==> src/rtl/axis_eth_tx_arbiter.sv <==
// axis_eth_tx_arbiter: frame-level round-robin AXI-Stream arbiter feeding the MAC TX path, dropping frames while the link is down
module axis_eth_tx_arbiter #(
  parameter int NUM_PORTS  = 2,
  parameter int DATA_WIDTH = 32
) (
  input  logic                              clk,
  input  logic                              rst,
  input  logic                              link_up,
  input  logic [NUM_PORTS-1:0]              s_tvalid,
  output logic [NUM_PORTS-1:0]              s_tready,
  input  logic [NUM_PORTS*DATA_WIDTH-1:0]   s_tdata,
  input  logic [NUM_PORTS*DATA_WIDTH/8-1:0] s_tkeep,
  input  logic [NUM_PORTS-1:0]              s_tlast,
  input  logic [NUM_PORTS-1:0]              s_tuser,
  output logic                              m_tvalid,
  input  logic                              m_tready,
  output logic [DATA_WIDTH-1:0]             m_tdata,
  output logic [DATA_WIDTH/8-1:0]           m_tkeep,
  output logic                              m_tlast,
  output logic                              m_tuser,
  output logic [NUM_PORTS-1:0]              grant,
  output logic [15:0]                       frames_sent,
  output logic [15:0]                       frames_dropped
);
  localparam int PW = $clog2(NUM_PORTS);
  localparam int KW = DATA_WIDTH / 8;
  typedef enum logic [1:0] {IDLE, FORWARD, DROP} state_t;
  state_t state, state_nx;
  logic [PW-1:0] ptr, gidx, win_idx, j;
  logic win_found, fwd, drp, acc, done;
  if (DATA_WIDTH != 32) begin : g_bad_width
    $error("axis_eth_tx_arbiter supports only DATA_WIDTH = 32");
  end
  always_comb begin
    win_found = 1'b0;
    win_idx = '0;
    j = '0;
    for (int i = NUM_PORTS - 1; i >= 0; i--) begin
      j = PW'((int'(ptr) + i) % NUM_PORTS);
      if (s_tvalid[j]) begin
        win_found = 1'b1;
        win_idx = j;
      end
    end
  end
  assign fwd      = state == FORWARD;
  assign drp      = state == DROP;
  assign s_tready = fwd ? (grant & {NUM_PORTS{m_tready}}) : drp ? grant : '0;
  assign m_tvalid = fwd & s_tvalid[gidx];
  assign m_tdata  = fwd ? s_tdata[gidx*DATA_WIDTH +: DATA_WIDTH] : '0;
  assign m_tkeep  = fwd ? s_tkeep[gidx*KW +: KW] : '0;
  assign m_tlast  = fwd & s_tlast[gidx];
  assign m_tuser  = fwd & s_tuser[gidx];
  assign acc      = s_tvalid[gidx] & s_tready[gidx];
  assign done     = acc & s_tlast[gidx];
  always_comb begin
    state_nx = state;
    if (state == IDLE)
      state_nx = !win_found ? IDLE : link_up ? FORWARD : DROP;
    else if (done)
      state_nx = IDLE;
  end
  always_ff @(posedge clk) begin
    if (rst) begin
      state          <= IDLE;
      ptr            <= '0;
      gidx           <= '0;
      grant          <= '0;
      frames_sent    <= '0;
      frames_dropped <= '0;
    end else begin
      state <= state_nx;
      if (state == IDLE && win_found) begin
        grant <= NUM_PORTS'(1) << win_idx;
        gidx  <= win_idx;
      end
      if (state != IDLE && done) begin
        grant          <= '0;
        ptr            <= (gidx == PW'(NUM_PORTS - 1)) ? '0 : gidx + 1'b1;
        frames_sent    <= fwd ? frames_sent + 16'd1 : frames_sent;
        frames_dropped <= drp ? frames_dropped + 16'd1 : frames_dropped;
      end
    end
  end
endmodule

==> config.mk <==
export PLATFORM = sky130hd
export DESIGN_NAME = axis_eth_tx_arbiter
export DESIGN_NICKNAME = d
export VERILOG_FILES = /design/src/rtl/axis_eth_tx_arbiter.sv
export SDC_FILE = /design/constraint.sdc
export NUM_CORES = 1
export LEC_CHECK = 0
export ABC_AREA = 1
export CAP_MARGIN = 40
export CORE_UTILIZATION = 35
export DETAILED_ROUTE_END_ITERATION = 10
export PLACE_DENSITY = 0.76
export SYNTH_ARGS = -nofsm -noshare
export SYNTH_HDL_FRONTEND = slang
export SYNTH_SLANG_ARGS = --single-unit
==> constraint.sdc <==
create_clock -name clk -period 2.55 [get_ports clk]
set_input_delay 0.255 -clock clk [delete_from_list [all_inputs] [get_ports clk]]
set_output_delay 0.255 -clock clk [all_outputs]
set_load 0.01 [all_outputs]
## Word-level counts from Yosys, hierarchy flattened

Index checks and enable logic that the tools add are counted.
W data, S select, Z words.

- Add/subtract/negate cells: 4
- Multipliers: 0
- Divide/modulo/power cells: 0
- Magnitude comparators: 3
- Equal/unequal tests: 2
- Shift-type cells: 3
- Multiplexer cells: 25
- Bitwise gates (word level): 6
- Reduce and logical (&&, ||, !) cells: 8

Operators with widths:

| cell | number |
|---|---|
| $shiftx A64 B7 Y32 | 1 |
| $add A16 B1 Y16 const B | 2 |
| $mux W32 | 1 |
| $mux W1 | 17 |
| $mux W2 | 6 |
| $shiftx A8 B4 Y4 | 1 |
| $lt A1 B2 Y1 const B | 3 |
| $and A1 B1 Y1 | 5 |
| $mux W4 | 1 |
| $reduce_and A2 Y1 | 2 |
| $reduce_bool A2 Y1 | 2 |
| $add A1 B1 Y1 const B | 2 |
| $and A2 B2 Y2 | 1 |
| $eq A2 B1 Y1 const B | 1 |
| $eq A2 B2 Y1 const B | 1 |
| $logic_and A1 B1 Y1 | 2 |
| $logic_not A2 Y1 | 1 |
| $reduce_or A2 Y1 | 1 |
| $shl A1 B1 Y2 const A | 1 |

- Flip-flop bits (word level): 38
- Bits in latches: 0
- RAM bits: 0
- Memory bits (read-only): 0
- Input bits: 82
- Output and inout bits: 75
- Word-level logic and storage cells: 57
- Memories: 0

## Logic depth before layout (Yosys ltp)

Gate-level depths: netlist of run 1.

- Depth in word-level cells: 9
- Gate-level depth with buffers: 11
- Mapped depth without buffers: 11

## Worst setup path before layout of run 1

Ideal clock, no wire load.

- Path kind: reg-to-output
- Start: register gidx
- End: output m_tdata[14]
- Arrival time: 1.349 ns
- Required time: 2.295 ns
- Setup slack: 0.946 ns
- Stages on the path, launching flop included: 7
- Buffers on the path: 3
- Cell sequence: dfxtp_1 > buf_4 > inv_2 > clkbuf_1 > clkbuf_1 > nand2_1 > a21oi_1

- Longest elaborated chain between the ends: 2

Ends and longest elaborated chain:

| element | RTL line | RTL |
|---|---|---|
| start: declaration | 29 | `logic [PW-1:0] ptr, gidx, win_idx, j;` |
| start signal: assignment | 75 | `gidx <= win_idx;` |
| $shiftx A64 B7 Y32 | 50 | `assign m_tdata = fwd ? s_tdata[gidx*DATA_WIDTH +: DATA_WIDTH] : '0;` |
| $mux W32 | 50 |  |
| end: declaration | 17 | `output logic [DATA_WIDTH-1:0] m_tdata,` |

Every way passes these cells.

## Worst setup path after layout of run 1

- Start: register state[0]
- End: output m_tuser

- Longest elaborated chain between the ends: 2

Ends and longest elaborated chain:

| element | RTL line | RTL |
|---|---|---|
| start: declaration | 28 | `state_t state, state_nx;` |
| start signal: assignment | 72 | `state <= state_nx;` |
| $eq A2 B1 Y1 | 46 | `assign fwd = state == FORWARD;` |
| $and A1 B1 Y1 | 53 | `assign m_tuser = fwd & s_tuser[gidx];` |
| end: declaration | 20 | `output logic m_tuser,` |

Every way passes these cells.

==> results of run 1 <==
-- critical path, delay by kind of cell (launching register included) --
kind	cells	cell delay [ns]
flip-flops	1	0.39
AND/OR/NAND/NOR	1	0.14
buffers and inverters	4	1.06
AO/OA/AOI/OAI	1	0.25
-- area by class of cell --
cell class,instances,area (um^2)
clock buffer,6,82.6
clock inverter,2,60.1
fill,695,2900
inverter,39,146
multi-input combinational,367,1700
sequential,38,761
tap,99,124
timing repair buffer,161,1600
-- through the flow --
stage / power, mW / cells
floorplan: 0.810 / 468
global placement: 1.05 / 704
detailed placement: 1.06 / 704
CTS: 1.70 / 712
global route: 1.76 / 712
finish: 1.69 / 712
-- cell usage after synthesis (all sizes together) --
master / count / area share [%]
a21boi: 1 / 0.41
a21oi: 67 / 12
buf: 10 / 2.3
clkbuf: 14 / 1.9
dfxtp: 38 / 28
ha: 2 / 0.92
inv: 39 / 5.4
nand2: 170 / 24
nand3: 46 / 8.5
nand3b: 1 / 0.28
nand4: 12 / 2.8
nor2: 45 / 7.4
nor3: 3 / 0.55
o21ai: 8 / 1.7
or2: 1 / 0.23
xnor2: 2 / 0.64
xor2: 9 / 2.9
-- flip-flops by register name (all words and copies together) (netlist names) --
signal,count
gidx,1
frames_sent,16
state,2
grant,2
frames_dropped,16
ptr,1
-- metal layers --
layer	global-route usage [%]	vias up
li1	-	1793
met1	27.4	1632
met2	41.7	129
met3	4.74	20
met4	8.20	0
met5	0	-
-- worst min path at each step --
stage | start | end | slack [ns] | depth (start not counted)
2_1_floorplan | link_up | state[0] | 0.40 | 2
5_1_grt | frames_dropped[1] | frames_dropped[1] | 0.54 | 2
4_1_cts | frames_dropped[1] | frames_dropped[1] | 0.50 | 2
3_5_place_dp | frames_dropped[1] | frames_dropped[1] | 0.49 | 2
3_3_place_gp | grant[1] | grant[1] | 0.49 | 2
6_report | frames_dropped[1] | frames_dropped[1] | 0.50 | 2
-- power by group --
part / leakage [nW] / internal (mW) / switching [mW]
Sequential: 0.307 / 0.601 / 0.00873
Combinational: 1.30 / 0.231 / 0.201
Clock: 0.0714 / 0.418 / 0.227
-- kinds of logic (layout without fill, tap and decap cells) --
kind of cell,after synthesis,after routing
AO/OA/AOI/OAI,76,76
XOR/XNOR,11,11
buffers and inverters,63,208
flip-flops,38,38
adder cells (fa/ha/maj),2,2
AND/OR/NAND/NOR,278,278
==> flow_metrics.env, run 1 <==
export IMPL_num_vias=3574
export IMPL_cts_tree="done"
export IMPL_worstSetupPathType="reg2out"
export IMPL_worstPathCellList="inv_1 -> nor2_1 -> inv_1 -> buf_4 -> a21oi_1 -> clkdlybuf4s50_1"
export IMPL_cts_resized=0
export IMPL_finalWorstSetupSlack_ns=0.149
export IMPL_syn_to_final_growth_pct=64.2
export IMPL_antenna_found_initial=0
export IMPL_dp_slack_ns=0.450
export IMPL_insertion_delay_ns=0.29
export IMPL_final_core_util_pct=60.7
export IMPL_cp_startpoint="state[0]"
export IMPL_wl_met3_um=619
export IMPL_fp_dieH_um=90.2
export IMPL_tightest_slew_ns=0.524
export IMPL_post_cts_buffers=0
export IMPL_reg2reg_to="frames_sent[8]"
export IMPL_period_needed_ns=2.40
export IMPL_drt_pass1_iter_count=5
export IMPL_required_ns=2.30
export IMPL_crit_slowest_cell="clkdlybuf4s50_1"
export IMPL_synth_xor_area_share_pct=3.54
export IMPL_slowest_delay_ns=0.61
export IMPL_detail_route_wirelength_met1_um=4090
export IMPL_grt_max_degree=44
export IMPL_slew_headroom_pct=64.7
export IMPL_port_buffers=156
export IMPL_wl_met2_um=4960
export IMPL_die_area_um2=8140
export IMPL_routed_wl_um=9890
export IMPL_postSynthCellCount=468
export IMPL_fin_crit_sh_pct=94.2
export IMPL_synth_cell_type_count=24
export IMPL_maxCapViolations=0
export IMPL_rows=31
export IMPL_status="finished, final reports clean"
export IMPL_finalSetupTns_ns=0
export IMPL_cts_hold_buf=0
export IMPL_ys_seq_area_share_pct=27.9
export IMPL_cts_root_buf="clkbuf_8"
export IMPL_synth_compound_area_share_pct=14.5
export IMPL_drt_wirelength_per_cell_um=13.9
export IMPL_cpMostUsedCell="inv_1"
export IMPL_syn_num_nets=552
export IMPL_cp_end_kind="output pin"
export IMPL_drive_gt1_share_pct=3.92
export IMPL_synth_top_family_by_area="simple AND/OR/NAND/NOR gates"
export IMPL_gp_congestion=0.883
export IMPL_crit_end="m_tuser"
export IMPL_drt_initial_drc_count=124
export IMPL_die_w_um=90.2
export IMPL_final_cell_mix="nand2_1, clkdlybuf4s50_1, a21oi_1"
export IMPL_rsz0062_at_grt="no"
export IMPL_synth_fa_ha_area_share_pct=0.919
export IMPL_synthMuxAreaShare_pct=0
export IMPL_finalSetupViolCount=0
export IMPL_arrival_ns=2.15
export IMPL_syn_area_per_cell_um2=5.82
export IMPL_track_usage_pct=23.3
export IMPL_drc=0
export IMPL_reg2reg_depth=9
export IMPL_power_density_nw_per_um2=377
export IMPL_dr_max_layer_used="met4"
export IMPL_synth_area_um2=2720
export IMPL_grt_overflow_total=0
export IMPL_peakVddDrop_mv=0.295
export IMPL_clk_pin_slew_ns=0.08
export IMPL_core_um2=7370
export IMPL_grt_pass1_wl_um=15600
export IMPL_ys_warn_count=0
export IMPL_drv_slew=0
export IMPL_critPathMaxFanout=39
export IMPL_ys_ff_latch=38
export IMPL_finalClockSkew_ns=0.00440
export IMPL_final_area_um2=4470
export IMPL_min_path_type="reg2reg"
export IMPL_grt_pass1_vias=3133
export IMPL_num_nets_final=696
export IMPL_initial_core_util_pct=36.9
export IMPL_final_common_cell="nand2_1"
export IMPL_regToRegStartpoint="gidx"
export IMPL_cp_start_kind="flip-flop"
export IMPL_diodes=0
export IMPL_hpwl_um=7340
export IMPL_fmax_ghz=0.416
export IMPL_numClockSinks=38
export IMPL_post_drt_via_cell_ratio=5.02
export IMPL_clockBufferDepth=2
export IMPL_placed_area_um2=4330
export IMPL_hold_viol=0
export IMPL_synth_simple_gate_area_share_pct=43.5
export IMPL_timing_hold_ws_ns=0.504
export IMPL_r2r_slack_ns=0.49
export IMPL_cts_htree_levels=2
export IMPL_pin_count=157
export IMPL_power_leakage_nw=1.68
export IMPL_postRouteAntennaNets=0
export IMPL_cts_buffers=5
Note: power is estimated with default switching activity, not from simulation.
==> run 2, diff against run 1 <==
--- a/config.mk
+++ b/config.mk
@@ -8,6 +8,7 @@
 export ABC_AREA = 1
 export CAP_MARGIN = 40
 export CORE_UTILIZATION = 35
+export CTS_CLUSTER_SIZE = 16
 export DETAILED_ROUTE_END_ITERATION = 10
 export PLACE_DENSITY = 0.76
 export SYNTH_ARGS = -nofsm -noshare
==> constraint.sdc (replaced) <==
create_clock -name clk -period 2.33 [get_ports clk]
set_input_delay 0.233 -clock clk [delete_from_list [all_inputs] [get_ports clk]]
set_output_delay 0.233 -clock clk [all_outputs]
set_load 0.01 [all_outputs]
==> run 2 against run 1 <==
  * Non-clock buffer count is 1 higher
  * Final area is 0.62% lower
  * Sequential share of layout area is 0.11 points higher
  * Highest routed layer unchanged
  * Flip-flop and latch count stayed put
  * Die area stayed put
==> flow_metrics.env, run 2 (synthesized netlist as in run 1, its figures left out) <==
export IMPL_critPathMaxFanout=39
export IMPL_fin_crit_sh_pct=94.3
export IMPL_peakVddDrop_mv=0.307
export IMPL_cts_htree_levels=2
export IMPL_cts_hold_buf=0
export IMPL_grt_pass1_wl_um=15200
export IMPL_grt_overflow_total=0
export IMPL_routed_wl_um=9600
export IMPL_num_nets_final=697
export IMPL_port_buffers=156
export IMPL_power_frac_comb_pct=29.8
export IMPL_worstPathCellList="inv_1 -> nor2_1 -> inv_1 -> buf_8 -> a21oi_1 -> clkdlybuf4s50_1"
export IMPL_p_seq_share_pct=41.9
export IMPL_finalClockSkew_ns=0.00720
export IMPL_rows=31
export IMPL_antenna_found_initial=0
export IMPL_power_internal_mw=1.14
export IMPL_final_seq_area_um2=761
export IMPL_drive_gt1_share_pct=3.92
export IMPL_clockBufferDepth=2
export IMPL_cp_end_kind="output pin"
export IMPL_finalSetupTns_ns=0
export IMPL_insertion_delay_ns=0.29
export IMPL_finalWorstSetupSlack_ns=0.132
export IMPL_syn_to_final_growth_pct=63.2
export IMPL_clk_pin_slew_ns=0.07
export IMPL_post_drt_via_cell_ratio=4.96
export IMPL_reg_top3="frames_dropped (16), frames_sent (16)"
export IMPL_cts_buffers=5
export IMPL_drv_slew=0
export IMPL_drt_pass1_iter_count=4
export IMPL_reg2reg_depth=9
export IMPL_final_common_cell="nand2_1"
export IMPL_numClockSinks=38
export IMPL_grt_max_degree=44
export IMPL_power_density_nw_per_um2=359
export IMPL_rsz0062_at_grt="no"
export IMPL_status="finished, final reports clean"
export IMPL_core_um2=7370
export IMPL_hold_path_startpoint="frames_dropped[1]"
export IMPL_r2r_slack_ns=0.31
export IMPL_required_ns=2.10
export IMPL_dp_slack_ns=0.322
export IMPL_crit_slowest_cell="clkdlybuf4s50_1"
export IMPL_drt_wirelength_per_cell_um=13.5
export IMPL_fp_dieH_um=90.2
export IMPL_fmax_ghz=0.455
export IMPL_nFillCells=675
export IMPL_min_to="frames_dropped[1]"
export IMPL_gp_congestion=0.854
export IMPL_maxCapViolations=0
export IMPL_arrival_ns=1.96
export IMPL_num_vias=3529
export IMPL_finalSetupViolCount=0
export IMPL_cpMostUsedCell="inv_1"
export IMPL_regToRegStartpoint="gidx"
export IMPL_reg2reg_to="frames_sent[10]"
export IMPL_power_leakage_nw=1.75
export IMPL_hpwl_um=7190
export IMPL_die_w_um=90.2
export IMPL_initial_core_util_pct=36.9
export IMPL_tightest_slew_ns=0.533
export IMPL_clkPwrFrac_pct=28.3
export IMPL_p_sw_mw=0.454
export IMPL_track_usage_pct=22.9
export IMPL_hold_viol=0
export IMPL_period_needed_ns=2.20
export IMPL_grt_pass1_vias=3049
export IMPL_cp_start_kind="flip-flop"
export IMPL_slowest_delay_ns=0.57
export IMPL_postRouteAntennaNets=0
export IMPL_cts_root_buf="clkbuf_8"
export IMPL_min_path_type="reg2reg"
export IMPL_die_area_um2=8140
export IMPL_p_sw_share_pct=28.4
export IMPL_multi_input_area_um2=1700
export IMPL_worstSetupPathType="reg2out"
export IMPL_cts_tree="done"
export IMPL_pin_count=157
export IMPL_slew_headroom_pct=64.1
export IMPL_final_cell_mix="nand2_1, clkdlybuf4s50_1, a21oi_1"
export IMPL_drc=0
export IMPL_whs_path_depth=2
export IMPL_drt_initial_drc_count=125
export IMPL_diodes=0
==> run 2: changes by cell type in the layout (fill, tap and decap cells not counted) <==
| cell | previous run | this run |
|---|---|---|
| clkdlybuf4s50_1 | 156 | 151 |
| dlymetal6s2s_1 | 0 | 5 |
| bufinv_16 | 2 | 0 |
| a21oi_1 | 67 | 66 |
| a21oi_2 | 0 | 1 |
| buf_8 | 0 | 1 |
| clkinv_2 | 0 | 1 |
| inv_2 | 1 | 0 |
==> run 2: per-layer routing <==
metal,GRT usage (%),part of all wire [%]
met1,27.9,42
met3,4.74,6.3
met2,39.4,49
met4,8.47,2.3
met5,0,0
==> run 2: how the worst max path moves through the flow <==
stage	start	endpoint	slack (ns)	depth (start not counted)
floorplan	gidx	m_tdata[14]	0.75	6
global placement	state[0]	m_tuser	0.34	6
detailed placement	m_tready	frames_dropped[4]	0.32	8
CTS	state[0]	m_tuser	0.01	6
global route	state[0]	m_tdata[0]	0.002	6
finish	state[0]	m_tkeep[3]	0.13	6
==> run 2: per-stage QoR <==
| stage | cell area [um^2] | util [%] | power (mW) | hold WS (ns) | instances |
|---|---|---|---|---|---|
| after floorplan | 2720 | - | 0.886 | 0.380 | 468 |
| after global placement | 4340 | 58.8 | 1.15 | 0.486 | 705 |
| after detailed placement | 4340 | 58.8 | 1.16 | 0.496 | 705 |
| after CTS | 4420 | 60.0 | 1.61 | 0.507 | 711 |
| after global routing | 4440 | 60.3 | 1.68 | 0.544 | 711 |
| final | 4440 | 60.3 | 1.60 | 0.505 | 711 |
==> run 2: cell type report <==
cell class | count | share of cell area [%]
flip-flops and latches | 38 | 17.1
clock buffers | 6 | 1.86
repair buffers | 162 | 36.6
well taps | 99 | 2.79
multi-input cells | 367 | 38.3
inverters | 39 | 3.32
==> run 2: power by group through the flow <==
stage | Clock, mW | Sequential, mW | Combinational, mW
after floorplan | 0 | 0.682 | 0.204
final | 0.452 | 0.669 | 0.475
after CTS | 0.467 | 0.669 | 0.474
after detailed placement | 0 | 0.684 | 0.472
after global placement | 0 | 0.683 | 0.466
after global routing | 0.489 | 0.670 | 0.517
==> run 2: timing repair <==
item,in CTS,in global routing
gates resized for setup,0,9
setup endpoints to repair,0,39
buffers inserted,0,0
==> run 2: critical path, delay by kind of cell, from the launching register on <==
kind | cells | cell delay [ns]
AO/OA/AOI/OAI | 1 | 0.15
buffers and inverters | 4 | 0.98
flip-flops | 1 | 0.40
AND/OR/NAND/NOR | 1 | 0.13
==> run 3, diff against run 2 <==
--- a/config.mk
+++ b/config.mk
@@ -5,12 +5,12 @@
 export SDC_FILE = /design/constraint.sdc
 export NUM_CORES = 1
 export LEC_CHECK = 0
-export ABC_AREA = 1
+export ABC_AREA = 0
 export CAP_MARGIN = 40
 export CORE_UTILIZATION = 35
 export CTS_CLUSTER_SIZE = 16
 export DETAILED_ROUTE_END_ITERATION = 10
-export PLACE_DENSITY = 0.76
+export PLACE_DENSITY = 0.79
 export SYNTH_ARGS = -nofsm -noshare
 export SYNTH_HDL_FRONTEND = slang
 export SYNTH_SLANG_ARGS = --single-unit
==> run 3 against run 2 <==
  * Synthesized cell count shrank 35%
  * Global-route usage shrank 0.82 points
  * First-iteration DRC count shrank 17%
  * Clock-buffer cell count is the same
  * Largest power group is now clock
==> flow_metrics.env, run 3 <==
export IMPL_status="finished, final reports clean"
export IMPL_final_cell_mix="clkdlybuf4s50_1, nor2_1, mux2i_1"
export IMPL_gp_congestion=0.777
export IMPL_tightest_slew_ns=0.860
export IMPL_die_w_um=85.3
export IMPL_num_nets_final=540
export IMPL_post_drt_via_cell_ratio=5.32
export IMPL_track_usage_pct=22.0
export IMPL_grt_pass1_wl_um=12800
export IMPL_yosysTopAreaCell="dfxtp_1"
export IMPL_reg_top3="frames_dropped (16), frames_sent (16)"
export IMPL_min_path_type="reg2reg"
export IMPL_rows=29
export IMPL_cts_hold_buf=0
export IMPL_slowest_delay_ns=0.52
export IMPL_fin_crit_sh_pct=92.4
export IMPL_ys_warn_count=0
export IMPL_port_buffers=156
export IMPL_synth_edf_count=0
export IMPL_synth_ff_type="dfxtp_1"
export IMPL_drv_slew=0
export IMPL_arrival_ns=1.92
export IMPL_initial_core_util_pct=37.2
export IMPL_crit_slowest_cell="dfxtp_2"
export IMPL_cp_start_kind="flip-flop"
export IMPL_clockBufferDepth=2
export IMPL_finalWorstSetupSlack_ns=0.178
export IMPL_insertion_delay_ns=0.30
export IMPL_grt_pass1_vias=2805
export IMPL_cts_root_buf="clkbuf_8"
export IMPL_fmax_ghz=0.465
export IMPL_postSynthCellCount=302
export IMPL_hold_viol=0
export IMPL_core_um2=6530
export IMPL_hpwl_um=6250
export IMPL_synth_common_cells="nor2_1, mux2i_1, dfxtp_1"
export IMPL_ys_seq_area_share_pct=31.3
export IMPL_syn_area_per_cell_um2=8.04
export IMPL_numClockSinks=38
export IMPL_finalSetupTns_ns=0
export IMPL_worstPathCellList="buf_12 -> mux2i_1 -> nor2_1 -> clkdlybuf4s50_1"
export IMPL_drt_wirelength_per_cell_um=15.1
export IMPL_pin_count=157
export IMPL_post_cts_buffers=0
export IMPL_cts_tree="done"
export IMPL_cts_buffers=5
export IMPL_routed_wl_um=8060
export IMPL_fp_dieH_um=85.3
export IMPL_grt_overflow_total=0
export IMPL_drive_gt1_share_pct=4.60
export IMPL_maxCapViolations=0
export IMPL_synth_top_area_share_pct=31.3
export IMPL_cp_end_kind="output pin"
export IMPL_final_common_cell="clkdlybuf4s50_1"
export IMPL_finalClockSkew_ns=0.00734
export IMPL_slew_headroom_pct=42.3
export IMPL_syn_to_final_growth_pct=74.4
export IMPL_drt_pass1_iter_count=4
export IMPL_grt_max_degree=40
export IMPL_synthTopCellsByArea="dfxtp_1, mux2i_1, nor2_1"
export IMPL_power_density_nw_per_um2=428
export IMPL_synthMostInstantiatedCell="nor2_1"
export IMPL_cts_resized=0
export IMPL_cts_htree_levels=2
export IMPL_postRouteAntennaNets=0
export IMPL_die_area_um2=7280
export IMPL_finalSetupViolCount=0
export IMPL_power_leakage_nw=1.42
export IMPL_synth_area_um2=2430
export IMPL_dp_slack_ns=0.0609
export IMPL_critPathMaxFanout=34
export IMPL_worstSetupPathType="reg2out"
export IMPL_required_ns=2.10
export IMPL_clk_pin_slew_ns=0.07
export IMPL_period_needed_ns=2.15
export IMPL_rsz0062_at_grt="no"
export IMPL_synth_cell_type_count=43
export IMPL_diodes=0
export IMPL_drc=0
export IMPL_drt_initial_drc_count=104
export IMPL_synth_async_sr_flop_share_pct=0
export IMPL_syn_num_nets=386
export IMPL_antenna_found_initial=0
export IMPL_ys_ff_latch=38
export IMPL_peakVddDrop_mv=0.222
export IMPL_num_vias=2843
## run 3: power breakdown
part           total [mW]  internal [mW]  leakage, nW  switching, mW
clock network       0.696          0.457       0.0714          0.239
logic               0.444          0.273         1.04          0.171
registers           0.675          0.658        0.307         0.0172
## run 3: final timing paths
kind / cells after the start / startpoint / slack, ns / end
setup / recovery: 4 / gidx / 0.18 / m_tdata[9]
hold / removal: 2 / frames_sent[15] / 0.49 / frames_sent[15]
setup reg to reg: 5 / gidx / 0.23 / frames_sent[13]
hold reg to reg: 2 / frames_sent[15] / 0.49 / frames_sent[15]
## run 3: final cells by class
type                    instances  area (um^2)
inverters                       7         26.3
well taps                      77         96.3
repair buffers                165         1640
flip-flops and latches         38          762
multi-input cells             239         1570
fillers                       562         2290
clock inverters                 2         60.1
clock buffers                   6         82.6
## run 3: per-stage QoR
step | std cells | utilization, % | hold slack [ns] | power, mW | instance area (um^2)
after detailed placement | 526 | 62.7 | 0.478 | 1.14 | 4090
after floorplan | 302 | - | 0.369 | 0.866 | 2430
after global routing | 534 | 64.9 | 0.503 | 1.90 | 4240
after CTS | 534 | 64.9 | 0.488 | 1.83 | 4240
final | 534 | 64.9 | 0.492 | 1.82 | 4240
after global placement | 526 | 62.7 | 0.460 | 1.13 | 4090
## run 3: cells by family after synthesis
kind of cell	Yosys count	share of synthesized area, %
buffers and inverters	25	4.12
adder cells (fa/ha/maj)	2	1.03
AND/OR/NAND/NOR	122	25.2
multiplexers	43	17.8
flip-flops	38	31.3
AO/OA/AOI/OAI	62	16.9
XOR/XNOR	10	3.61
## run 3: critical path: cells and delay by family, from the launching register on
kind	cells	cell delay, ns
buffers and inverters	2	0.79
muxes	1	0.24
and+or+nand+nor	1	0.06
DFF	1	0.52
## run 3: per-layer routing
metal	global-route usage, %	up-vias	wire length (um)
met3	8.85	11	696
met4	8.64	0	143
met2	40.8	111	4170
met1	22.0	1315	3050
li1	-	1406	-
met5	0	-	0
